$ cat src/rtl/clk_div_pkg.sv
// Shared definitions for the divided-clock controller.
//   state_e  : controller FSM states
//   NCH, DW  : default channel count and half-period width
//   HP0..HP2 : reset half-periods (50/10/1 MHz from a 100 MHz source)
package clk_div_pkg;

  typedef enum logic [1:0] {
    IDLE  = 2'd0,
    PEND  = 2'd1,
    APPLY = 2'd2
  } state_e;

  localparam int NCH = 3;
  localparam int DW  = 8;
  localparam int HP0 = 1;
  localparam int HP1 = 5;
  localparam int HP2 = 50;

endpackage

$ cat src/rtl/clk_div_chan.sv
// One divided-clock channel: half-period register, counter and toggle flop.
//   clk_i/rst_i : clock, async active-high reset
//   apply_i     : load apply_hp_i and restart with a full low phase
//   apply_hp_i  : new half-period (0 disables)
//   clk_o       : divided clock
//   fall_o      : this cycle's edge toggles clk_o 1 -> 0
//   off_o       : channel disabled (half-period is 0)
module clk_div_chan #(
  parameter int DW     = 8,
  parameter int HP_RST = 1
) (
  input  logic          clk_i,
  input  logic          rst_i,
  input  logic          apply_i,
  input  logic [DW-1:0] apply_hp_i,
  output logic          clk_o,
  output logic          fall_o,
  output logic          off_o
);

  logic [DW-1:0] hp_q, hp_d;
  logic [DW-1:0] cnt_q, cnt_d;
  logic          out_q, out_d;
  logic          wrap;

  assign off_o  = (hp_q == '0);
  assign wrap   = !off_o && (cnt_q == hp_q - DW'(1));
  assign fall_o = wrap && out_q;
  assign clk_o  = out_q;

  always_comb begin
    hp_d  = hp_q;
    cnt_d = cnt_q;
    out_d = out_q;
    if (apply_i) begin
      // Restart from the beginning of a low phase with the new divisor.
      hp_d  = apply_hp_i;
      cnt_d = '0;
      out_d = 1'b0;
    end else if (off_o) begin
      cnt_d = '0;
      out_d = 1'b0;
    end else if (wrap) begin
      cnt_d = '0;
      out_d = ~out_q;
    end else begin
      cnt_d = cnt_q + DW'(1);
    end
  end

  always_ff @(posedge clk_i or posedge rst_i) begin
    if (rst_i) begin
      hp_q  <= DW'(HP_RST);
      cnt_q <= '0;
      out_q <= 1'b0;
    end else begin
      hp_q  <= hp_d;
      cnt_q <= cnt_d;
      out_q <= out_d;
    end
  end

endmodule

$ cat src/rtl/clk_div_ctrl.sv
// Divided-clock controller: NCH independent clock dividers whose half-periods
// are reprogrammed glitch-free through a valid/ready config port.
//   CLK_in, RST        : clock, async active-high reset
//   cfg_valid/ready    : config handshake
//   cfg_ch, cfg_div    : target channel, new half-period (0 disables)
//   CLK_OUT            : divided clocks
//   busy               : a request is waiting for / performing its apply
//   cfg_err            : one-cycle pulse after a bad channel index
module clk_div_ctrl #(
  parameter int NCH = clk_div_pkg::NCH,
  parameter int DW  = clk_div_pkg::DW,
  parameter int HP0 = clk_div_pkg::HP0,
  parameter int HP1 = clk_div_pkg::HP1,
  parameter int HP2 = clk_div_pkg::HP2
) (
  input  logic           CLK_in,
  input  logic           RST,
  input  logic           cfg_valid,
  output logic           cfg_ready,
  input  logic [1:0]     cfg_ch,
  input  logic [DW-1:0]  cfg_div,
  output logic [NCH-1:0] CLK_OUT,
  output logic           busy,
  output logic           cfg_err
);
  import clk_div_pkg::*;

  state_e        state_q, state_d;
  logic [1:0]    ch_q, ch_d;
  logic [DW-1:0] div_q, div_d;
  logic          err_q, err_d;
  logic          ch_ok;

  logic [NCH-1:0] apply, fall, off;

  assign ch_ok     = int'(cfg_ch) < NCH;
  assign cfg_ready = (state_q == IDLE);
  assign busy      = (state_q != IDLE);
  assign cfg_err   = err_q;

  for (genvar g = 0; g < NCH; g++) begin : g_ch
    localparam int HPR = (g == 0) ? HP0 : (g == 1) ? HP1 : HP2;
    // Running target: apply on its falling edge. Disabled target: apply now.
    assign apply[g] = (state_q == PEND) && (int'(ch_q) == g) && (fall[g] || off[g]);

    clk_div_chan #(.DW(DW), .HP_RST(HPR)) u_chan (
      .clk_i      (CLK_in),
      .rst_i      (RST),
      .apply_i    (apply[g]),
      .apply_hp_i (div_q),
      .clk_o      (CLK_OUT[g]),
      .fall_o     (fall[g]),
      .off_o      (off[g])
    );
  end

  always_comb begin
    state_d = state_q;
    ch_d    = ch_q;
    div_d   = div_q;
    err_d   = 1'b0;
    case (state_q)
      IDLE: begin
        if (cfg_valid) begin
          if (ch_ok) begin
            ch_d    = cfg_ch;
            div_d   = cfg_div;
            state_d = PEND;
          end else begin
            // Bad index: consumed, flagged, nothing changes.
            err_d = 1'b1;
          end
        end
      end
      PEND:    if (|apply) state_d = APPLY;
      APPLY:   state_d = IDLE;
      default: state_d = IDLE;
    endcase
  end

  always_ff @(posedge CLK_in or posedge RST) begin
    if (RST) begin
      state_q <= IDLE;
      ch_q    <= '0;
      div_q   <= '0;
      err_q   <= 1'b0;
    end else begin
      state_q <= state_d;
      ch_q    <= ch_d;
      div_q   <= div_d;
      err_q   <= err_d;
    end
  end

endmodule

$ cat config.mk
export PLATFORM = sky130hd
export DESIGN_NAME = clk_div_ctrl
export DESIGN_NICKNAME = d
export VERILOG_FILES = /design/src/rtl/clk_div_pkg.sv /design/src/rtl/clk_div_chan.sv /design/src/rtl/clk_div_ctrl.sv
export SDC_FILE = /design/constraint.sdc
export NUM_CORES = 1
export LEC_CHECK = 0
export CORE_MARGIN = 3
export CORE_UTILIZATION = 60
export DETAILED_ROUTE_END_ITERATION = 8
export PLACE_DENSITY_LB_ADDON = 0.2
export SKIP_LAST_GASP = 1
export SLEW_MARGIN = 20
export SYNTH_ARGS = -nofsm -noshare
export SYNTH_HDL_FRONTEND = slang
export SYNTH_SLANG_ARGS = --single-unit
$ cat constraint.sdc
create_clock -name CLK_in -period 4.05 [get_ports CLK_in]
set_input_delay 1.215 -clock CLK_in [delete_from_list [all_inputs] [get_ports CLK_in]]
set_output_delay 1.215 -clock CLK_in [all_outputs]
set_load 0.05 [all_outputs]
==> results of run 1 <==
sequential cells by signal (all words and copies together), names as in the netlist:
signal and cells:
div_q 8, g_ch.u_chan.clk_o 3, cfg_err 1, g_ch.u_chan.hp_q 24, state_q 2, g_ch.u_chan.cnt_q 24
ch_q 2
where the power goes:
group / internal, mW / leakage, nW / switching [mW] / total [mW]
registers: 0.928 / 0.801 / 0.380 / 1.31
logic: 0.648 / 0.800 / 0.712 / 1.36
clock network: 0.364 / 0.114 / 0.240 / 0.604
total: 1.94 / 1.71 / 1.33 / 3.27
critical path: cells and delay by family, from the launching register on:
kind	cells	cell delay (ns)
AND/OR/NAND/NOR	1	0.22
flip-flops	1	0.39
buffers and inverters	1	0.85
cells by family (layout without fill, tap and decap cells):
kind of cell / after synthesis / count (layout) / share of synthesized area (%)
AO/OA/AOI/OAI: 26 / 26 / 5.58
XOR/XNOR: 48 / 48 / 12.2
adder cells (fa/ha/maj): 9 / 9 / 3.26
buffers and inverters: 20 / 46 / 2.50
flip-flops: 64 / 64 / 46.6
multiplexers: 32 / 32 / 10.4
AND/OR/NAND/NOR: 128 / 128 / 19.5
synth_stat cells (6+ instances only):
library cell / count / share of area [%]
dfrtp_1: 58 / 42
nor2_1: 44 / 4.8
mux2_2: 32 / 10
xor2_1: 28 / 7.1
xnor2_1: 20 / 5.1
nand3_1: 18 / 2.6
inv_1: 11 / 1.2
nand2_1: 10 / 1.1
and3_1: 9 / 1.6
ha_1: 9 / 3.3
nor3_1: 9 / 1.3
nor4_1: 7 / 1.3
clkbuf_1: 6 / 0.65
dfstp_2: 6 / 4.6
layout make-up:
cell class	instances	share of cell area [%]
Multi-Input combinational cell	243	45.0
Sequential cell	64	41.2
Clock inverter	5	2.02
Inverter	11	1.06
Tap cell	72	2.31
Timing Repair Buffer	19	4.80
Clock buffer	11	3.62
layer usage:
metal	GRT usage, %	part of all wire [%]	routed length (um)
met5	0	0	0
met3	5.04	3.9	260
met2	34.2	47	3180
met1	31.8	48	3210
met4	7.97	0.78	52
path summary, 6_finish.rpt:
| kind | start | to | cells past startpoint |
|---|---|---|---|
| setup / recovery | state_q[0] | cfg_ready | 2 |
| hold / removal | g_ch[1].u_chan.cnt_q[0] | g_ch[1].u_chan.cnt_q[0] | 1 |
| setup reg to reg | g_ch[1].u_chan.hp_q[3] | g_ch[1].u_chan.hp_q[4] | 6 |
| hold reg to reg | g_ch[1].u_chan.cnt_q[0] | g_ch[1].u_chan.cnt_q[0] | 1 |
| max in group asynchronous | RST | div_q[1] | 3 |
| min in group asynchronous | RST | g_ch[0].u_chan.clk_o | 3 |
==> results_dict.tcl, run 1 <==
set metrics [dict create \
    p_leak_nw 1.71 \
    die_y_um 81.9 \
    arrival_ns 1.79 \
    finalMaxSlewViolations 0 \
    cts_buffers 9 \
    finalCriticalPeriod_ns 3.00 \
    dp_hpwl_um 4820 \
    ctsResizeCount 0 \
    fin_skew_ns 0.00648 \
    dr.pass1.iters 4 \
    setup_viol 0 \
    cts_tree "built" \
    required_ns 2.83 \
    antenna_found_initial 0 \
    grt_use_total_pct 22.6 \
    detailroute.via_count 2430 \
    core_area_mm2 0.00554 \
    grt_pass1_vias 2381 \
    finish.utilization_pct 70.5 \
    hold_violations 0 \
    crit_fanout 4 \
    synth-seq-cells 64 \
    numClockSinks 64 \
    cpMaxStageDelayCell "clkdlybuf4s50_1" \
    multi_input_area_mm2 0.00176 \
    clk_pin_slew_ns 0.07 \
    preCtsSetupSlack_ns 1.31 \
    cts_htree_levels 3 \
    critPathMaxStageDelay_ns 0.85 \
    n_antenna_cell 0 \
    startpoint_type "flip-flop" \
    drt_wl_total_um 6700 \
    dieArea_mm2 0.00670 \
    end_kind "primary output" \
    relSlewSlack_pct 48.3 \
    rsz0062_at_grt "no" \
    hold-worst-slack_ns 0.549 \
    numPortBuffers 18 \
    p_per_area_mw_per_mm2 837 \
    clockBufferDepth 2 \
    cts_root_buffer "clkbuf_8" \
    maxCapViolCount 0 \
    drcViolationCount 0 \
    ys.flop_type "dfrtp_1" \
    drt_iter0_markers 123 \
    final_common_cell "dfrtp_1" \
    final_cell_mix "dfrtp_1 (58), nor2_1 (44), mux2_2 (32)" \
    grt_pass1_wl_um 11300 \
    cts_setup_buffers 0 \
    async_flop_share_pct 100 \
    vias_per_cell 5.72 \
    period_share_pct 74.1 \
    stdcell_count 425 \
    path_cells "nor2_1 > clkdlybuf4s50_1" \
    placed_cell_area_mm2 0.00369 \
    rows 27 \
    grt_max_degree 65 \
    worstMarginPinSlew_ns 0.775 \
    avgSynthCellArea_um2 10.6 \
    gp_congestion 0.852 \
    layout.area.seq_mm2 0.00161 \
    ant_nets 0 \
    stdcell_area_mm2 0.00391 \
    wire_per_inst_um 15.8 \
    finalNetCount 370 \
    fmax_mhz 333 \
    drive_above_1_share_pct 17.3 \
    run_status "finished clean" \
    synth-seq-area-share_pct 46.6 \
    layout_setup_ws_ns 1.05 \
    synth_edf_count 0 \
    crit_type "flip-flop to primary output" \
    min_path_type "flip-flop to flip-flop" \
    worst-r2r-setup-slack_ns 1.29 \
    syn_area_mm2 0.00345 \
    synth_warnings 0 \
    setup-tns-final_ns 0 \
    fillCellCount 425 \
    io_pins 19 \
    peakVddDrop_mv 0.391 \
    clkLatencyLatePin_ns 0.33 \
    syn2layout_area_growth_pct 13.1 \
    placed_cells 409 \
    synth_cell_types 44 \
    die_x_um 81.9 \
    synth_nets 349 \
    synthCells 327 \
    holdBufCountCts 0 \
    start_util_pct 62.4 \
    grt_overflow 0 \
    power_mw 3.27 \
]
Power figures use the tool's default switching activity.
==> run 2, diff against run 1 <==
==> constraint.sdc (replaced) <==
create_clock -name CLK_in -period 3 [get_ports CLK_in]
set_input_delay 0.9 -clock CLK_in [delete_from_list [all_inputs] [get_ports CLK_in]]
set_output_delay 0.9 -clock CLK_in [all_outputs]
set_load 0.05 [all_outputs]
==> run 2 against run 1 <==
First-iteration DRC count fell by 37%. Clock skew grew 0.0013 ns. Count of clock-buffer cells in the layout down 2. Sequential power up 34%. Non-clock buffer count is 2 higher. Register-to-register slack got worse by 1.1 ns. Combinational power grew 36%. Core utilization rose by 0.068 points. Total power is 32% higher. Die area did not move. Clock power increased by 19%. Final cell count is 0.47% higher. Highest routed layer unchanged.
==> results_dict.tcl, run 2 (synthesis results as in run 1) <==
set metrics [dict create \
    run_status "finished clean" \
    dp_hpwl_um 4770 \
    preCtsSetupSlack_ns 0.251 \
    fmax_mhz 360 \
    grt_overflow 0 \
    cts_buffers 9 \
    cts_setup_buffers 0 \
    clk_pin_slew_ns 0.07 \
    rsz0062_at_grt "no" \
    rows 27 \
    holdBufCountCts 0 \
    crit_type "flip-flop to flip-flop" \
    numClockSinks 64 \
    crit_fanout 9 \
    peakVddDrop_mv 0.684 \
    finalMaxSlewViolations 0 \
    p_leak_nw 1.71 \
    die_y_um 81.9 \
    hold_violations 0 \
    syn2layout_area_growth_pct 13.2 \
    grt_pass1_wl_um 11200 \
    gp_congestion 0.811 \
    worstMarginPinSlew_ns 0.544 \
    wire_per_inst_um 15.4 \
    relSlewSlack_pct 63.5 \
    io_pins 19 \
    grt_use_total_pct 22.5 \
    layout_setup_ws_ns 0.220 \
    p_per_area_mw_per_mm2 1110 \
    final_cell_mix "dfrtp_1 (58), nor2_1 (44), mux2_2 (32)" \
    antenna_found_initial 0 \
    arrival_ns 3.00 \
    drt_iter0_markers 78 \
    fin_skew_ns 0.00777 \
    grt_pass1_vias 2353 \
    cts_root_buffer "clkbuf_8" \
    p_int_mw 2.53 \
    dieArea_mm2 0.00670 \
    drive_above_1_share_pct 18.0 \
    drt_wl_total_um 6570 \
    cts_tree "built" \
    fillCellCount 412 \
    startpoint_type "flip-flop" \
    required_ns 3.22 \
    grt_max_degree 65 \
    die_x_um 81.9 \
    n_antenna_cell 0 \
    ant_nets 0 \
    min_path_type "flip-flop to flip-flop" \
    numPortBuffers 18 \
    placed_cell_area_mm2 0.00371 \
    finalCriticalPeriod_ns 2.78 \
    dr.pass1.iters 4 \
    comb_power_share_pct 42.7 \
    clkPwrFrac_pct 16.6 \
    setup_viol 0 \
    maxCapViolCount 0 \
    detailroute.via_count 2443 \
    drcViolationCount 0 \
    start_util_pct 62.4 \
    final_common_cell "dfrtp_1" \
    cts_htree_levels 3 \
    power_frac_seq_pct 40.6 \
    vias_per_cell 5.72 \
    clockBufferDepth 2 \
    stdcell_area_mm2 0.00391 \
    ctsResizeCount 0 \
    core_area_mm2 0.00554 \
    switching_share_pct 41.7 \
    largestRegisters "g_ch.u_chan.cnt_q x24, g_ch.u_chan.hp_q x24, div_q x8" \
    stdcell_count 427 \
    placed_cells 411 \
    end_kind "flip-flop" \
    clkLatencyLatePin_ns 0.34 \
    period_share_pct 92.7 \
    setup-tns-final_ns 0 \
    switchingPower_mw 1.80 \
    finalNetCount 372 \
]
run 2: critical path: stages (launching register included):
cell	delay (ns)
dfstp_2	0.59
inv_1	0.08
ha_1	0.25
nor3b_1	0.17
xnor2_1	0.15
nand4b_1	0.16
or4b_4	0.57
o21ai_4	0.31
mux2_2	0.38
run 2: layer usage:
layer	part of all wire (%)	vias to the layer above	GRT usage, %	routed length [um]
met5	0	-	0	0
met4	1.1	0	7.14	72
met3	5.0	6	6.36	328
met2	48	45	35.1	3160
met1	46	1204	30.3	3010
li1	-	1188	-	-
run 2: layout make-up:
cell class | instances | area, um2 | area share (%)
Sequential cell | 64 | 1610 | 41.1
Clock inverter | 7 | 72.6 | 1.86
Tap cell | 72 | 90.1 | 2.30
Inverter | 11 | 41.3 | 1.06
Timing Repair Buffer | 21 | 215 | 5.50
Multi-Input combinational cell | 243 | 1760 | 45.0
Clock buffer | 9 | 124 | 3.17
run 2: power by group through the flow:
stage               Sequential, mW  Clock (mW)  Combinational, mW
finish                        1.76       0.720               1.85
global route                  1.83       0.785               2.08
global placement              1.75           0               1.78
CTS                           1.76       0.737               1.86
floorplan                     1.58           0               1.57
detailed placement            1.76           0               1.85
run 2: metrics by stage:
| step | total power, mW | hold WS (ns) | utilization [%] |
|---|---|---|---|
| 5_1_grt | 4.69 | 0.571 | 70.6 |
| 3_3_place_gp | 3.53 | 0.533 | 67.1 |
| 3_5_place_dp | 3.61 | 0.541 | 67.1 |
| 2_1_floorplan | 3.15 | 0.495 | - |
| 6_report | 4.33 | 0.552 | 70.6 |
| 4_1_cts | 4.36 | 0.554 | 70.6 |
run 2: path summary, 6_finish.rpt:
check | depth (start not counted) | endpoint | slack, ns | from
worst max-delay path | 8 | g_ch[1].u_chan.hp_q[7] | 0.22 | g_ch[1].u_chan.hp_q[0]
worst min-delay path | 1 | g_ch[0].u_chan.cnt_q[0] | 0.55 | g_ch[0].u_chan.cnt_q[0]
worst max register to register | 8 | g_ch[1].u_chan.hp_q[7] | 0.22 | g_ch[1].u_chan.hp_q[0]
worst min register to register | 1 | g_ch[0].u_chan.cnt_q[0] | 0.55 | g_ch[0].u_chan.cnt_q[0]
max in group asynchronous | 3 | g_ch[2].u_chan.hp_q[5] | 1.73 | RST
min in group asynchronous | 3 | g_ch[2].u_chan.clk_o | 0.94 | RST
